===== config.mk =====
export PLATFORM = sky130hd
export DESIGN_NAME = vga_rx_monitor
export DESIGN_NICKNAME = d
export VERILOG_FILES = /design/src/rtl/vga_rx_monitor.sv
export SDC_FILE = /design/constraint.sdc
export NUM_CORES = 1
export LEC_CHECK = 0
export ABC_AREA = 1
export BUFFER_PORTS_ARGS = -buffer_cell sky130_fd_sc_hd__buf_2
export CAP_MARGIN = 20
export CORE_MARGIN = 2
export CORE_UTILIZATION = 40
export DETAILED_ROUTE_END_ITERATION = 10
export GPL_ROUTABILITY_DRIVEN = 0
export SYNTH_ARGS = -nofsm -noshare
export SYNTH_HDL_FRONTEND = slang
export SYNTH_SLANG_ARGS = --single-unit

===== constraint.sdc =====
create_clock -name clk -period 3.52 [get_ports clk]
set_input_delay 1.056 -clock clk [delete_from_list [all_inputs] [get_ports clk]]
set_output_delay 1.056 -clock clk [all_outputs]
set_load 0.05 [all_outputs]

===== src/rtl/vga_rx_monitor.sv =====
// rtl/vga_rx_monitor.sv - VGA receive-side timing checker, lock tracker and pixel capture
// Optional feature macro: VGA_RX_CHECKSUM_EN (adds frameSum, a per-frame rotating-XOR checksum).
module vga_rx_monitor #(
  parameter int H_ACTIVE        = 640,
  parameter int H_FRONT         = 16,
  parameter int H_SYNC          = 96,
  parameter int H_BACK          = 48,
  parameter int V_ACTIVE        = 480,
  parameter int V_FRONT         = 10,
  parameter int V_SYNC          = 2,
  parameter int V_BACK          = 33,
  parameter bit SYNC_ACTIVE_LOW = 1'b1,
  parameter int LOCK_FRAMES     = 2
) (
  input  logic        clk,
  input  logic        reset,
  input  logic        pixelEnable,
  input  logic        hSync,
  input  logic        vSync,
  input  logic [7:0]  rgb,
  output logic        locked,
  output logic        pixelValid,
  output logic [9:0]  xPos,
  output logic [9:0]  yPos,
  output logic [7:0]  pixel,
  output logic        frameDone,
  output logic [7:0]  errCount
`ifdef VGA_RX_CHECKSUM_EN
  ,
  output logic [15:0] frameSum
`endif
);

  localparam int         H_TOTAL  = H_ACTIVE + H_FRONT + H_SYNC + H_BACK;
  localparam int         V_TOTAL  = V_ACTIVE + V_FRONT + V_SYNC + V_BACK;
  localparam logic [9:0] H_START  = 10'(H_SYNC + H_BACK);
  localparam logic [9:0] H_END    = 10'(H_SYNC + H_BACK + H_ACTIVE);
  localparam logic [9:0] H_LAST   = 10'(H_TOTAL - 1);
  localparam logic [9:0] H_SYNC_W = 10'(H_SYNC);
  localparam logic [9:0] V_START  = 10'(V_SYNC + V_BACK);
  localparam logic [9:0] V_END    = 10'(V_SYNC + V_BACK + V_ACTIVE);
  localparam logic [9:0] V_LAST   = 10'(V_TOTAL - 1);
  localparam logic [9:0] V_SYNC_W = 10'(V_SYNC);
  localparam logic [9:0] CNT_MAX  = 10'h3FF;
  localparam logic [3:0] LOCK_N   = 4'(LOCK_FRAMES);

  typedef enum logic [1:0] {SEARCH, ACQUIRE, LOCKED} stateType;

  stateType   state, stateNext;
  logic [3:0] goodFrames, goodNext;
  logic       hsPrev, vsPrev, hRef, vRef;
  logic [9:0] hCnt, vCnt, hsWidth, vsWidth;
  logic [9:0] hCntNext, vCntNext;
  logic       hs, vs, hEdge, vEdge, hErr, vErr, anyErr;
  logic       colActive, rowActive;
  logic       pixelValidNext, frameDoneNext, errInc;

  assign hs    = SYNC_ACTIVE_LOW ? ~hSync : hSync;
  assign vs    = SYNC_ACTIVE_LOW ? ~vSync : vSync;
  assign hEdge = hs & ~hsPrev;
  // vertical sync is only looked at on line starts, so vEdge is line-granular
  assign vEdge = hEdge & vs & ~vsPrev;

  assign hCntNext = hEdge ? 10'd0 : ((hCnt == CNT_MAX) ? hCnt : hCnt + 10'd1);
  assign vCntNext = vEdge ? 10'd0 :
                    ((hEdge && (vCnt != CNT_MAX)) ? vCnt + 10'd1 : vCnt);

  // hCnt about to hit 1023 means the line never got its sync
  assign hErr = (hEdge & hRef & ((hCnt != H_LAST) | (hsWidth != H_SYNC_W))) |
                (~hEdge & (hCnt == CNT_MAX - 10'd1));
  assign vErr = vEdge & vRef & ((vCnt != V_LAST) | (vsWidth != V_SYNC_W));
  assign anyErr = hErr | vErr;

  assign colActive = (hCntNext >= H_START) && (hCntNext < H_END);
  assign rowActive = (vCntNext >= V_START) && (vCntNext < V_END);

  always_ff @(posedge clk) begin
    if (reset) begin
      state      <= SEARCH;
      goodFrames <= 4'd0;
      locked     <= 1'b0;
    end else begin
      state      <= stateNext;
      goodFrames <= goodNext;
      locked     <= (stateNext == LOCKED);
    end
  end

  always_comb begin
    stateNext      = state;
    goodNext       = goodFrames;
    errInc         = 1'b0;
    frameDoneNext  = 1'b0;
    pixelValidNext = 1'b0;
    if (pixelEnable) begin
      pixelValidNext = (state == LOCKED) && colActive && rowActive;
      case (state)
        SEARCH: begin
          if (vEdge) begin
            stateNext = ACQUIRE;
            goodNext  = 4'd0;
          end
        end
        ACQUIRE: begin
          if (anyErr) begin
            stateNext = SEARCH;
            errInc    = 1'b1;
          end else if (vEdge) begin
            goodNext = goodFrames + 4'd1;
            if (goodNext == LOCK_N) begin
              stateNext     = LOCKED;
              frameDoneNext = 1'b1;
            end
          end
        end
        LOCKED: begin
          if (anyErr) begin
            stateNext = SEARCH;
            errInc    = 1'b1;
          end else if (vEdge) begin
            frameDoneNext = 1'b1;
          end
        end
        default: stateNext = SEARCH;
      endcase
    end
  end

  always_ff @(posedge clk) begin
    if (reset) begin
      hsPrev     <= 1'b0;
      vsPrev     <= 1'b0;
      hRef       <= 1'b0;
      vRef       <= 1'b0;
      hCnt       <= 10'd0;
      vCnt       <= 10'd0;
      hsWidth    <= 10'd0;
      vsWidth    <= 10'd0;
      pixelValid <= 1'b0;
      frameDone  <= 1'b0;
      xPos       <= 10'd0;
      yPos       <= 10'd0;
      pixel      <= 8'd0;
      errCount   <= 8'd0;
    end else begin
      pixelValid <= pixelValidNext;
      frameDone  <= frameDoneNext;
      if (pixelEnable) begin
        hsPrev <= hs;
        hCnt   <= hCntNext;
        vCnt   <= vCntNext;
        if (hEdge) begin
          vsPrev <= vs;
          hRef   <= 1'b1;
        end
        if (vEdge) vRef <= 1'b1;
        if (hEdge) hsWidth <= 10'd1;
        else if (hs && hsPrev && (hsWidth != CNT_MAX)) hsWidth <= hsWidth + 10'd1;
        if (vEdge) vsWidth <= 10'd1;
        else if (hEdge && vs && vsPrev && (vsWidth != CNT_MAX)) vsWidth <= vsWidth + 10'd1;
        if (pixelValidNext) begin
          xPos  <= hCntNext - H_START;
          yPos  <= vCntNext - V_START;
          pixel <= rgb;
        end
        if (errInc && (errCount != 8'hFF)) errCount <= errCount + 8'd1;
      end
    end
  end

`ifdef VGA_RX_CHECKSUM_EN
  logic [15:0] acc;

  always_ff @(posedge clk) begin
    if (reset) begin
      acc      <= 16'd0;
      frameSum <= 16'd0;
    end else if (pixelEnable) begin
      if (vEdge) begin
        if (frameDoneNext) frameSum <= acc;
        acc <= 16'd0;
      end else if (pixelValidNext) begin
        acc <= {acc[14:0], acc[15]} ^ {8'h00, rgb};
      end
    end
  end
`endif

endmodule


* After elaboration in Yosys (flattened, before gate mapping)
Cells that the tools add are included.
Word-level totals: bits in registers 89, output and inout bits 39
Operators by class: bitwise gates (word level) 18, add/subtract/negate cells 8, magnitude comparators 4, reduce and logical (&&, ||, !) cells 24, equal/unequal tests 17, multiplexer cells 29
Operators by type and width (count):
- 2-to-1 mux 10 bit | 8
- != test 10 bit, second input constant | 5
- adder 10 x 1 -> 10 bit, second input constant | 4
- == test 10 bit, second input constant | 2
- < comparator 10 bit, second input constant | 2
- 2-to-1 mux 2 bit | 6
- 2-to-1 mux 4 bit | 3
- AND reduction 2 bit | 6
- logical AND 1 bit | 11
- >= comparator 10 x 6 -> 1 bit, second input constant | 1
- >= comparator 10 x 8 -> 1 bit, second input constant | 1
- != test 10 x 2 -> 1 bit, second input constant | 1
- != test 10 x 7 -> 1 bit, second input constant | 1
- subtractor 10 x 6 -> 10 bit, second input constant | 1
- subtractor 10 x 8 -> 10 bit, second input constant | 1
- 2-to-1 mux 1 bit | 9
- adder 8 x 1 -> 8 bit, second input constant | 1
- AND 1 bit | 8
- != test 8 bit, second input constant | 1
- one-hot mux 4 bit (2 select lines) | 1
- != test 2 bit, second input constant | 3
- NOT 1 bit | 6
- one-hot mux 2 bit (3 select lines) | 1
- nonzero test 2 bit | 3
- 9 further kinds | 14

* Depth between registers and ports, before layout
word-level depth 12, mapped depth 23, gate-level depth less buffers 21

* Least setup slack after synthesis
Ideal clock, no wire load.
path type input port to flip-flop, from input hSync, to register xPos[4], arrival 3.082 ns, data required time 3.406 ns, stages 20, setup slack 0.324 ns, path buffers 3, library setup time 0.114 ns, cells stage by stage inv_2 -> nand2_4 -> nor3_2 -> inv_2 -> buf_2 -> nand2_1 -> inv_1 -> ha_1 -> a21oi_1 -> nand3_1 -> nor2_1 -> nand2_1 -> nand2_1 -> nand3_1 -> nor2_2 -> buf_6 -> buf_6 -> nand2_1 -> nand2_1 -> nor2_1
On the way: longest elaborated chain between the ends 10, elaborated cells between the ends (all ways) 19
RTL lines:
- start: declaration | line 18 | input logic hSync,
- NOT 1 bit (*) | line 58 | assign hs = SYNC_ACTIVE_LOW ? ~hSync : hSync;
- AND 1 bit (*) | line 60 | assign hEdge = hs & ~hsPrev;
- AND 1 bit / logical AND 1 bit (equally long branches) | line 62, 66
- AND 1 bit / 2-to-1 mux 10 bit (equally long branches) | line 62, 66
- 2-to-1 mux 10 bit (*) | line 65 | assign vCntNext = vEdge ? 10'd0 :
- named net vCntNext[0] | line 53 | logic [9:0] hCntNext, vCntNext;
- >= comparator 10 x 6 -> 1 bit / < comparator 10 bit (equally long branches) | line 75 | assign rowActive = (vCntNext >= V_START) && (vCntNext < V_END);
- logical AND 1 bit (*) | line 75
- logical AND 1 bit (*) | line 96 | pixelValidNext = (state == LOCKED) && colActive && rowActive;
- 2-to-1 mux 1 bit (*) | line 95 | if (pixelEnable) begin
- AND reduction 2 bit (no line) (*)
- end signal: assignment | line 162 | xPos <= hCntNext - H_START;
- end: declaration | line 23 | output logic [9:0] xPos,
Mark *: on every way through the listed nets, which the timed path passes. The rest lies on a longest branch. A chain may end at the register's enable or synchronous reset.

* Final worst setup path
from register hCnt[1], to register xPos[7]
On the way: longest elaborated chain between the ends 9, elaborated cells between the ends (all ways) 12
RTL lines:
- start: declaration | line 52 | logic [9:0] hCnt, vCnt, hsWidth, vsWidth;
- start signal: assignment | line 150 | hCnt <= hCntNext;
- adder 10 x 1 -> 10 bit / == test 10 bit (equally long branches) | line 64 | assign hCntNext = hEdge ? 10'd0 : ((hCnt == CNT_MAX) ? hCnt : hCnt + 10'd1);
- 2-to-1 mux 10 bit (*) (2 in series) | line 64
- named net hCntNext[4] | line 53
- >= comparator 10 x 8 -> 1 bit / < comparator 10 bit (equally long branches) | line 74 | assign colActive = (hCntNext >= H_START) && (hCntNext < H_END);
- logical AND 1 bit | line 74
- logical AND 1 bit (2 in series) | line 96
- 2-to-1 mux 1 bit | line 95
- AND reduction 2 bit (no line)
Marks and branches as above.

==> flow_summary_export.csv <==
group,metric,value,unit
die,core-area,0.0125,mm^2
synth,synth_nets,812,
clock_tree,clock_path_buffers,2,
finish,num-fill-cells,1350,
power_and_ir_drop,seq_power_share,44.7,%
worst_setup_path,crit_fanout,30,
timing,hold_violations,0,
synth,synth-main-ff-cell,"dfxtp_1",
timing,slew_headroom,69.6,%
worst_setup_path,endpoint_kind,"register",
power_and_ir_drop,ir_worst_vdd,0.289,mV
finish,antennaDiodeCount,0,
synth,synth.distinct_cells,36,
global_route,grt_pass1_vias,4276,
global_route,grt_start_max_net_pins,43,
finish,area_growth,15.6,%
power_and_ir_drop,combPwrFrac,10.3,%
synth,syn_inst,781,
timing,finalSetupTns,0,ps
timing,setup_viol,0,
clock_tree,cts_buffers,9,
clock_tree,post_cts_buffers,0,
run,drv_cap,0,
timing,finalCriticalPeriod,3050,ps
clock_tree,insertion_delay,350,ps
global_route,antenna_found_initial,0,
worst_setup_path,crit_arrival,3300,ps
synth,yosysTopAreaCell,"dfxtp_1",
die,rows,41,
clock_tree,cts-resized-gates,0,
synth,seq_area_frac_synth,35.2,%
worst_setup_path,critical_path_class,"reg2reg",
synth,synth-edff-count,0,
synth,synth_area_leaders,"dfxtp_1 35%, nand2_1 15%, nor2_1 8.8%",
power_and_ir_drop,p_sw_share,25.7,%
die,initial_core_util,40.6,%
routing,drc,0,
power_and_ir_drop,powerDensity,403,mW/mm^2
synth,synth_top_cells_by_count,"203 x nand2_1, 119 x nor2_1, 96 x inv_1",
worst_setup_path,start_kind,"register",
routing,drtAntennaViolNets,0,
routing,firstDrtPassIters,4,
finish,nets,863,
timing,report.final.slew_viol_count,0,
clock_tree,cts_tree,"built",
global_route,grt_overflow,0,
power_and_ir_drop,p_clk_share,45.0,%
timing,fin_crit_sh,86.7,%
power_and_ir_drop,leakage,0.00268,uW
synth,yosysMostFrequentCell,"nand2_1",
die,die_x,116,um
clock_tree,h-tree-depth,3,
timing,fmax,328,MHz
placed_design,hpwl,8430,um
global_route,grt_use_total,18.2,%
global_route,grt_pass1_wl,19600,um
synth,yosysWarnings,0,
timing,skew,11.4,ps
routing,vias,4680,
clock_tree,clkTransAtPathRegs,70,ps
synth,avgSynthCellArea,6.48,um^2
clock_tree,clock-sinks,89,
min_path,hold_class,"reg2reg",
routing,wl,11500,um
power_and_ir_drop,p_int,1750,uW
clock_tree,cts_hold_buffers,0,
timing,rsz0062_at_grt,"false",
finish,drive_gt1_share,13.0,%
timing,tightest_slew,457,ps
synth,synth_area,0.00506,mm^2
routing,wl_per_cell,11.4,um
outcome,status,"finished, final reports clean",
clock_tree,cts_root_buf,"clkbuf_16",
synth,synth_top_cell_area_share,35.2,%
die,ios,52,
routing,viasPerCell,4.64,
synth,ys_ff_latch,89,
routing,drt_iter0_drc,324,
power_and_ir_drop,p_switching,606,uW
placed_design,port_buffers,51,
die,die_h,116,um
worst_setup_path,required,3770,ps
synth,async_reset_ff_share,0,%
die,dieArea,0.0136,mm^2
finish,final_core_util,46.9,%
-- layer usage --
| metal | vias to the layer above | global-route usage, % | routed length, um | part of all wire [%] |
|---|---|---|---|---|
| met1 | 2006 | 24.1 | 5780 | 50 |
| li1 | 2569 | - | - | - |
| met3 | 14 | 5.60 | 590 | 5.1 |
| met2 | 91 | 28.3 | 4930 | 43 |
| met4 | 0 | 5.71 | 191 | 1.7 |
| met5 | - | 0 | 0 | 0 |
-- path summary, 6_finish.rpt --
check	start	endpoint	slack (ps)	depth (start not counted)
setup / recovery	hCnt[1]	xPos[7]	470	20
hold / removal	vRef	vRef	460	2
setup reg to reg	hCnt[1]	xPos[7]	470	20
hold reg to reg	vRef	vRef	460	2
-- cells in the final DEF (no fill, tap or decap), drive strengths merged --
| cell | netlist | final |
|---|---|---|
| nand2 | 209 | 209 |
| nor2 | 128 | 128 |
| inv | 105 | 105 |
| dfxtp | 89 | 89 |
| buf | 10 | 61 |
| nand3 | 58 | 58 |
| a21oi | 44 | 44 |
| o21ai | 42 | 42 |
| ha | 18 | 18 |
| nor3 | 18 | 18 |
| xor2 | 13 | 13 |
| nand4 | 10 | 10 |
| clkbuf | 11 | 10 |
| xnor2 | 4 | 4 |
| nor4 | 4 | 4 |
| a31oi | 3 | 3 |
| a211oi | 3 | 3 |
| clkinvlp | 0 | 3 |
| nand3b | 2 | 2 |
| nor3b | 2 | 2 |
| a221oi | 2 | 2 |
| bufinv | 0 | 2 |
| clkinv | 1 | 2 |
| or2 | 2 | 2 |
| a2111oi | 1 | 1 |
| a21boi | 1 | 1 |
| o21a | 1 | 1 |
-- worst max-delay path, cell delays in order, from the launching register on --
cell	delay, ps
dfxtp_1	400
ha_1	270
inv_1	70
nor2_2	280
nand3_4	190
clkinv_1	90
nor3_1	40
nor2_1	220
inv_1	130
ha_1	260
nand2_1	110
nand2_1	60
nand2_1	70
nor2_1	40
nand2_1	60
nand3_1	130
nor2_4	170
buf_12	190
nand2_1	80
nand2_1	60
nor2_1	40
-- power groups by stage --
stage / combinational, uW / clock [uW] / sequential [uW]
finish: 244 / 1060 / 1050
global route: 282 / 1130 / 1060
CTS: 245 / 1100 / 1050
detailed placement: 244 / 0 / 1080
global placement: 244 / 0 / 1080
floorplan: 183 / 0 / 1070
-- final cells by class --
type / instances / area, um^2 / share of cell area, %
Clock buffer: 10 / 239 / 4.09
Tap cell: 172 / 215 / 3.68
Clock inverter: 6 / 91.3 / 1.56
Sequential cell: 89 / 1780 / 30.5
Inverter: 106 / 398 / 6.80
Timing Repair Buffer: 61 / 355 / 6.08
Multi-Input combinational cell: 565 / 2770 / 47.3
-- logic make-up (layout without fill, tap and decap cells) --
logic type	after synthesis	in the layout	share of synthesized area, %
buffers and inverters	127	183	10.2
and+or+nand+nor	433	433	37.1
adders and majority gates	18	18	4.45
DFF	89	89	35.2
AOI/OAI and AO/OA	97	97	10.1
xor gates and xnor gates	17	17	2.94
-- registers in the layout, summed over array words and instances, names as in the netlist --
name        flops
hsPrev          1
pixel           8
xPos           10
pixelValid      1
frameDone       1
locked          1
vCnt           10
yPos           10
hCnt           10
vsWidth        10
hsWidth        10
hRef            1
state           2
goodFrames      4
vsPrev          1
errCount        8
vRef            1
-- per-stage QoR --
stage | power (uW) | hold WS (ps) | setup slack, ps | cells | instance area [um^2]
finish | 2360 | 458 | 468 | 1009 | 5850
global route | 2470 | 487 | 93.0 | 1009 | 5850
CTS | 2400 | 463 | 436 | 1009 | 5850
detailed placement | 1320 | 452 | 169 | 993 | 5520
global placement | 1320 | 449 | 197 | 993 | 5520
floorplan | 1250 | 436 | 324 | 781 | 5060
(Power assumes the default switching activity.)
